$ cat src/rtl/drive_mode_scheduler.sv
// drive_mode_scheduler
//   Arbitrates the single motor-command path between Bluetooth manual frames,
//   the line-seek pilot and the obstacle-avoid unit. Obstacle avoidance always
//   pre-empts. Otherwise the last Bluetooth mode command picks STOP, MANUAL or
//   AUTO. A link watchdog forces STOP when manual frames stop arriving.
//
// Ports
//   i_clk          system clock, rising edge
//   i_rst          synchronous reset, active-high
//   i_bt_vld       1-cycle strobe, i_bt_data holds a new frame
//   i_bt_data      [19:13] cmd, [12:10] dir, [9:0] speed
//   i_seek_vld     line-seek request valid this cycle
//   i_seek_dir     line-seek direction
//   i_seek_speed   line-seek speed
//   i_obst_det     obstacle present (level)
//   i_avoid_dir    avoidance direction
//   i_avoid_speed  avoidance speed
//   o_motor_dir    granted direction, 0 = halt
//   o_motor_speed  granted speed, saturated at SPEED_MAX
//   o_motor_vld    1-cycle strobe when o_motor_dir/o_motor_speed change
//   o_mode         00 STOP, 01 MANUAL, 10 AUTO, 11 AVOID
//   o_link_lost    sticky watchdog flag, cleared by the next i_bt_vld
//
// state      | meaning
// ST_STOP    | motor halted (0/0)
// ST_MANUAL  | latched Bluetooth dir/speed drive the motor, watchdog running
// ST_AUTO    | line-seek requests drive the motor, held when no request
// ST_AVOID   | avoidance values drive the motor until obstacle clears + hold

module drive_mode_scheduler #(
  parameter int unsigned LINK_TIMEOUT = 50_000_000,
  parameter int unsigned AVOID_HOLD   = 10_000_000,
  parameter logic [9:0]  SPEED_MAX    = 10'd1000
) (
  input  logic        i_clk,
  input  logic        i_rst,
  input  logic        i_bt_vld,
  input  logic [19:0] i_bt_data,
  input  logic        i_seek_vld,
  input  logic [2:0]  i_seek_dir,
  input  logic [9:0]  i_seek_speed,
  input  logic        i_obst_det,
  input  logic [2:0]  i_avoid_dir,
  input  logic [9:0]  i_avoid_speed,
  output logic [2:0]  o_motor_dir,
  output logic [9:0]  o_motor_speed,
  output logic        o_motor_vld,
  output logic [1:0]  o_mode,
  output logic        o_link_lost
);

  typedef enum logic [1:0] {
    ST_STOP   = 2'b00,
    ST_MANUAL = 2'b01,
    ST_AUTO   = 2'b10,
    ST_AVOID  = 2'b11
  } state_t;

  localparam int WD_W   = (LINK_TIMEOUT > 1) ? $clog2(LINK_TIMEOUT) : 1;
  localparam int HOLD_W = $clog2(AVOID_HOLD + 1) > 0 ? $clog2(AVOID_HOLD + 1) : 1;
  localparam logic [WD_W-1:0]   WD_LAST  = WD_W'(LINK_TIMEOUT - 1);
  localparam logic [HOLD_W-1:0] HOLD_MAX = HOLD_W'(AVOID_HOLD);

  state_t              r_state;
  state_t              r_sel;
  logic [2:0]          r_man_dir;
  logic [9:0]          r_man_speed;
  logic [WD_W-1:0]     r_wd;
  logic [HOLD_W-1:0]   r_hold;
  logic [2:0]          r_motor_dir;
  logic [9:0]          r_motor_speed;
  logic                r_motor_vld;
  logic                r_link_lost;

  logic [6:0]          w_cmd;
  state_t              w_sel_nxt;
  logic [2:0]          w_man_dir_nxt;
  logic [9:0]          w_man_speed_nxt;
  logic                w_wd_fire;
  state_t              w_state_nxt;
  logic [2:0]          w_dir_nxt;
  logic [9:0]          w_speed_nxt;

  function automatic logic [9:0] f_sat(input logic [9:0] s);
    return (s > SPEED_MAX) ? SPEED_MAX : s;
  endfunction

  assign w_cmd = i_bt_data[19:13];

  always_comb begin
    w_sel_nxt       = r_sel;
    w_man_dir_nxt   = r_man_dir;
    w_man_speed_nxt = r_man_speed;
    if (i_bt_vld) begin
      case (w_cmd)
        7'h00: w_sel_nxt = ST_STOP;
        7'h01: begin
          w_sel_nxt       = ST_MANUAL;
          w_man_dir_nxt   = i_bt_data[12:10];
          w_man_speed_nxt = i_bt_data[9:0];
        end
        7'h02: w_sel_nxt = ST_AUTO;
        default: ;
      endcase
    end

    // An obstacle overrides the watchdog; a frame this cycle feeds the link.
    w_wd_fire = (r_state == ST_MANUAL) && !i_bt_vld && !i_obst_det &&
                (r_wd == WD_LAST);

    if (i_obst_det)
      w_state_nxt = ST_AVOID;
    else if ((r_state == ST_AVOID) && (r_hold < HOLD_MAX))
      w_state_nxt = ST_AVOID;
    else if (w_wd_fire)
      w_state_nxt = ST_STOP;
    else
      w_state_nxt = w_sel_nxt;

    // Mux on the next state so mode and motor values move on the same edge.
    w_dir_nxt   = r_motor_dir;
    w_speed_nxt = r_motor_speed;
    case (w_state_nxt)
      ST_STOP: begin
        w_dir_nxt   = 3'd0;
        w_speed_nxt = 10'd0;
      end
      ST_MANUAL: begin
        w_dir_nxt   = w_man_dir_nxt;
        w_speed_nxt = f_sat(w_man_speed_nxt);
      end
      ST_AUTO: begin
        if (i_seek_vld) begin
          w_dir_nxt   = i_seek_dir;
          w_speed_nxt = f_sat(i_seek_speed);
        end
      end
      ST_AVOID: begin
        w_dir_nxt   = i_avoid_dir;
        w_speed_nxt = f_sat(i_avoid_speed);
      end
      default: ;
    endcase
  end

  always_ff @(posedge i_clk) begin
    if (i_rst) begin
      r_state       <= ST_STOP;
      r_sel         <= ST_STOP;
      r_man_dir     <= 3'd0;
      r_man_speed   <= 10'd0;
      r_wd          <= '0;
      r_hold        <= '0;
      r_motor_dir   <= 3'd0;
      r_motor_speed <= 10'd0;
      r_motor_vld   <= 1'b0;
      r_link_lost   <= 1'b0;
    end else begin
      r_state     <= w_state_nxt;
      r_sel       <= w_wd_fire ? ST_STOP : w_sel_nxt;
      r_man_dir   <= w_man_dir_nxt;
      r_man_speed <= w_man_speed_nxt;

      if ((r_state == ST_MANUAL) && (w_state_nxt == ST_MANUAL) && !i_bt_vld)
        r_wd <= r_wd + 1'b1;
      else
        r_wd <= '0;

      if (i_obst_det)
        r_hold <= '0;
      else if ((r_state == ST_AVOID) && (r_hold < HOLD_MAX))
        r_hold <= r_hold + 1'b1;

      if (w_wd_fire)
        r_link_lost <= 1'b1;
      else if (i_bt_vld)
        r_link_lost <= 1'b0;

      r_motor_dir   <= w_dir_nxt;
      r_motor_speed <= w_speed_nxt;
      r_motor_vld   <= (w_dir_nxt != r_motor_dir) || (w_speed_nxt != r_motor_speed);
    end
  end

  assign o_motor_dir   = r_motor_dir;
  assign o_motor_speed = r_motor_speed;
  assign o_motor_vld   = r_motor_vld;
  assign o_mode        = r_state;
  assign o_link_lost   = r_link_lost;

endmodule
$ cat config.mk
export PLATFORM = sky130hd
export DESIGN_NAME = drive_mode_scheduler
export DESIGN_NICKNAME = d
export VERILOG_FILES = /design/src/rtl/drive_mode_scheduler.sv
export SDC_FILE = /design/constraint.sdc
export NUM_CORES = 1
export LEC_CHECK = 0
export ABC_AREA = 1
export BUFFER_PORTS_ARGS = -buffer_cell sky130_fd_sc_hd__buf_2
export CAP_MARGIN = 15
export CORE_UTILIZATION = 53
export CTS_BUF_LIST = sky130_fd_sc_hd__clkbuf_4 sky130_fd_sc_hd__clkbuf_8 sky130_fd_sc_hd__clkbuf_16
export CTS_CLUSTER_DIAMETER = 200
export DETAILED_ROUTE_END_ITERATION = 16
export HOLD_SLACK_MARGIN = 0.02
export PLACE_DENSITY = 0.73
export SYNTH_ARGS = -nofsm -noshare
export SYNTH_HDL_FRONTEND = slang
export SYNTH_SLANG_ARGS = --single-unit
$ cat constraint.sdc
create_clock -name i_clk -period 3.6 [get_ports i_clk]
set_input_delay 0.9 -clock i_clk [delete_from_list [all_inputs] [get_ports i_clk]]
set_output_delay 0.9 -clock i_clk [all_outputs]
set_load 0.005 [all_outputs]
==> results_dict.tcl <==
set metrics [dict create \
    synth_seq_area_share 0.347 \
    critical_path.max_fanout 31 \
    yosys_warnings 0 \
    rsz0062_at_grt "no" \
    synth-xor-area-share 0.0185 \
    crit_family "simple AND/OR/NAND/NOR gates" \
    wl_per_cell_um 12.1 \
    cp-end-kind "flip-flop" \
    die_w_um 96.4 \
    io_buffers 67 \
    slew_viol_final 0 \
    clockPowerShare 0.382 \
    syn_avg_cell_area_um2 6.52 \
    grt_pass1_vias 4009 \
    fillerInstances 835 \
    swShare 0.251 \
    viasPerCell 5.21 \
    numCtsBuffers 9 \
    arrival_ns 3.24 \
    hold_buffers 0 \
    finalCritPeriodShare 0.832 \
    grtUsageTotal 0.241 \
    p_per_area_nw_per_um2 337 \
    cpPeakStageDelay_ns 0.34 \
    skew_ns 0.00903 \
    fp-row-count 34 \
    max_freq_ghz 0.334 \
    dp.final_hpwl_mm 8.42 \
    cts_buffer_depth 2 \
    seqPwrFrac 0.517 \
    clock_sinks 82 \
    cts-root-buf "clkbuf_8" \
    crit_buf_inv 3 \
    drt_wl_total_mm 10.9 \
    n_antenna_cell 0 \
    status "complete, no violations" \
    die_y_um 96.4 \
    multiInputGateArea_um2 2480 \
    total_power_mw 1.79 \
    drive_gt1_frac 0.175 \
    synth_compound_area_frac 0.114 \
    grt_pass1_wl_mm 17.3 \
    cpMaxStageDelayCell "nor2_4" \
    setup_tns_ns 0 \
    synthToLayoutAreaGrowth_pct 12.6 \
    netlist_area_um2 4720 \
    clk_pin_slew_ns 0.08 \
    num_vias 4707 \
    required_ns 3.85 \
    postCtsSetupBuffers 0 \
    cts_tree "done" \
    syn_inst 725 \
    max-cap-violations 0 \
    core_um2 8680 \
    drt_iter0_markers 187 \
    initial_utilization 0.544 \
    drc 0 \
    firstDrtPassIters 4 \
    synth_fa_ha_area_frac 0.00530 \
    grt.overflow.total 0 \
    synthMuxAreaShare 0.00212 \
    syn-num-nets 778 \
    finalHoldViolCount 0 \
    fin_util 0.613 \
    cp_cell_sequence "buf_2 > inv_2 > nand2_1 > nor2_1 > nand2_1 > nor2_1 > nand3_1 > nand2_2 > nand3_4 > nor2_4 > nand2_1 > nand4_1 > nand2_1 > nor2_1 > nand2_1 > nor2_1 > nand3_1 > nand2_1 > inv_1" \
    setup_violations 0 \
    antenna_left 0 \
    synth_top_family_by_area "simple AND/OR/NAND/NOR gates" \
    ys_types 42 \
    synth-seq-cells 82 \
    crit_top_cell "nand2_1" \
    min_path_type "reg -> reg" \
    fin_nets 844 \
    leakage_nw 2.43 \
    slew_headroom 0.666 \
    crit_path_start_kind "input pin" \
    internal_power_mw 1.34 \
    ir_drop_uv 201 \
    tightest_slew_ns 0.496 \
    grt_antenna_before_repair 0 \
    worstSetupPathType "in -> reg" \
    post-route-min-period_ns 2.99 \
    net-switching-power_mw 0.450 \
    synthSimpleGateAreaFrac 0.386 \
    io_pins 68 \
    clkLatencyLatePin_ns 0.35 \
    cts_resized 0 \
    p_comb_frac 0.101 \
    gp_congestion 0.840 \
    grt_max_degree 32 \
    cts_max_level 3 \
    die-area_um2 9300 \
    seq_area_um2 1640 \
]
metrics by stage:
step	hold slack (ns)	setup slack, ns	instance area (µm²)	cells
6_report	0.452	0.606	5320	904
2_1_floorplan	0.413	1.10	4720	725
4_1_cts	0.454	0.636	5320	904
3_3_place_gp	0.424	0.279	5120	888
3_5_place_dp	0.434	0.282	5120	888
5_1_grt	0.481	0.329	5320	904
final cells by class:
class,count,area share
timing repair buffer,72,0.0701
multi-input combinational,498,0.467
tap,108,0.0254
clock inverter,5,0.00988
clock buffer,11,0.0285
sequential,82,0.309
inverter,128,0.0910
Yosys cell counts (all sizes together):
cell,instances,share of area
xnor2,2,0.0037
a211oi,4,0.0064
nor3,19,0.023
ha,2,0.0053
nand4,18,0.024
a21oi,45,0.049
dfxtp,82,0.35
inv,126,0.10
a221oi,1,0.0019
or2,4,0.0058
and3,1,0.0013
nor2,86,0.080
nand2,176,0.15
nor3b,2,0.0032
nand3b,2,0.0032
clkinv,2,0.0019
o31ai,1,0.0016
nor4,3,0.0040
buf,9,0.018
o21ai,40,0.042
clkbuf,8,0.0064
xor2,8,0.015
a31oi,2,0.0026
mux2i,1,0.0021
nand3,75,0.095
o21a,6,0.0095
final timing paths:
check,startpoint,end,slack [ns],cells past startpoint
min,r_wd[0],r_wd[0],0.45,1
min reg2reg,r_wd[0],r_wd[0],0.45,1
max reg2reg,r_wd[0],o_motor_vld,0.78,18
max,i_bt_vld,o_motor_vld,0.61,19
power by group through the flow:
stage	Combinational (mW)	Clock, mW	Sequential [mW]
2_1_floorplan	0.118	0	0.947
3_3_place_gp	0.175	0	0.947
3_5_place_dp	0.179	0	0.948
4_1_cts	0.180	0.700	0.926
5_1_grt	0.205	0.742	0.928
6_report	0.181	0.685	0.927
cells by family after synthesis:
logic type / Yosys count
simple gates: 386
buf+inv: 145
compound gates: 99
flops: 82
xor+xnor: 10
fa+ha+maj: 2
mux: 1
registers in the layout (all words and copies together) (netlist names):
signal / flops
r_wd: 26
o_mode: 2
r_sel: 2
o_motor_dir: 3
r_man_dir: 3
o_motor_speed: 10
r_man_speed: 10
r_hold: 24
o_link_lost: 1
o_motor_vld: 1
layer usage:
layer | wire [µm] | part of all wire | global-route usage | vias to the layer above
met5 | 0 | 0 | 0 | -
met1 | 5090 | 0.47 | 0.317 | 2135
li1 | - | - | - | 2436
met2 | 5060 | 0.46 | 0.394 | 125
met4 | 138 | 0.013 | 0.0760 | 0
met3 | 645 | 0.059 | 0.0509 | 11
layout by cell type (no fill, tap or decap), types with 10 or more instances in the layout:
cell and instances:
dfxtp_1 82, buf_2 67, nor3_1 16, nor2_1 75
nand2_1 167, nand3_1 63, clkbuf_8 11, nand3_2 10
a21oi_1 43, inv_1 117, o21ai_0 35, nand4_1 18
worst register-to-register path: cells and delay by family, from the launching register on:
kind          cells  cell delay (ns)
simple gates     15             2.04
fa+ha+maj         1             0.18
buf+inv           2             0.17
flops             1             0.36
(Power assumes the default switching activity.)
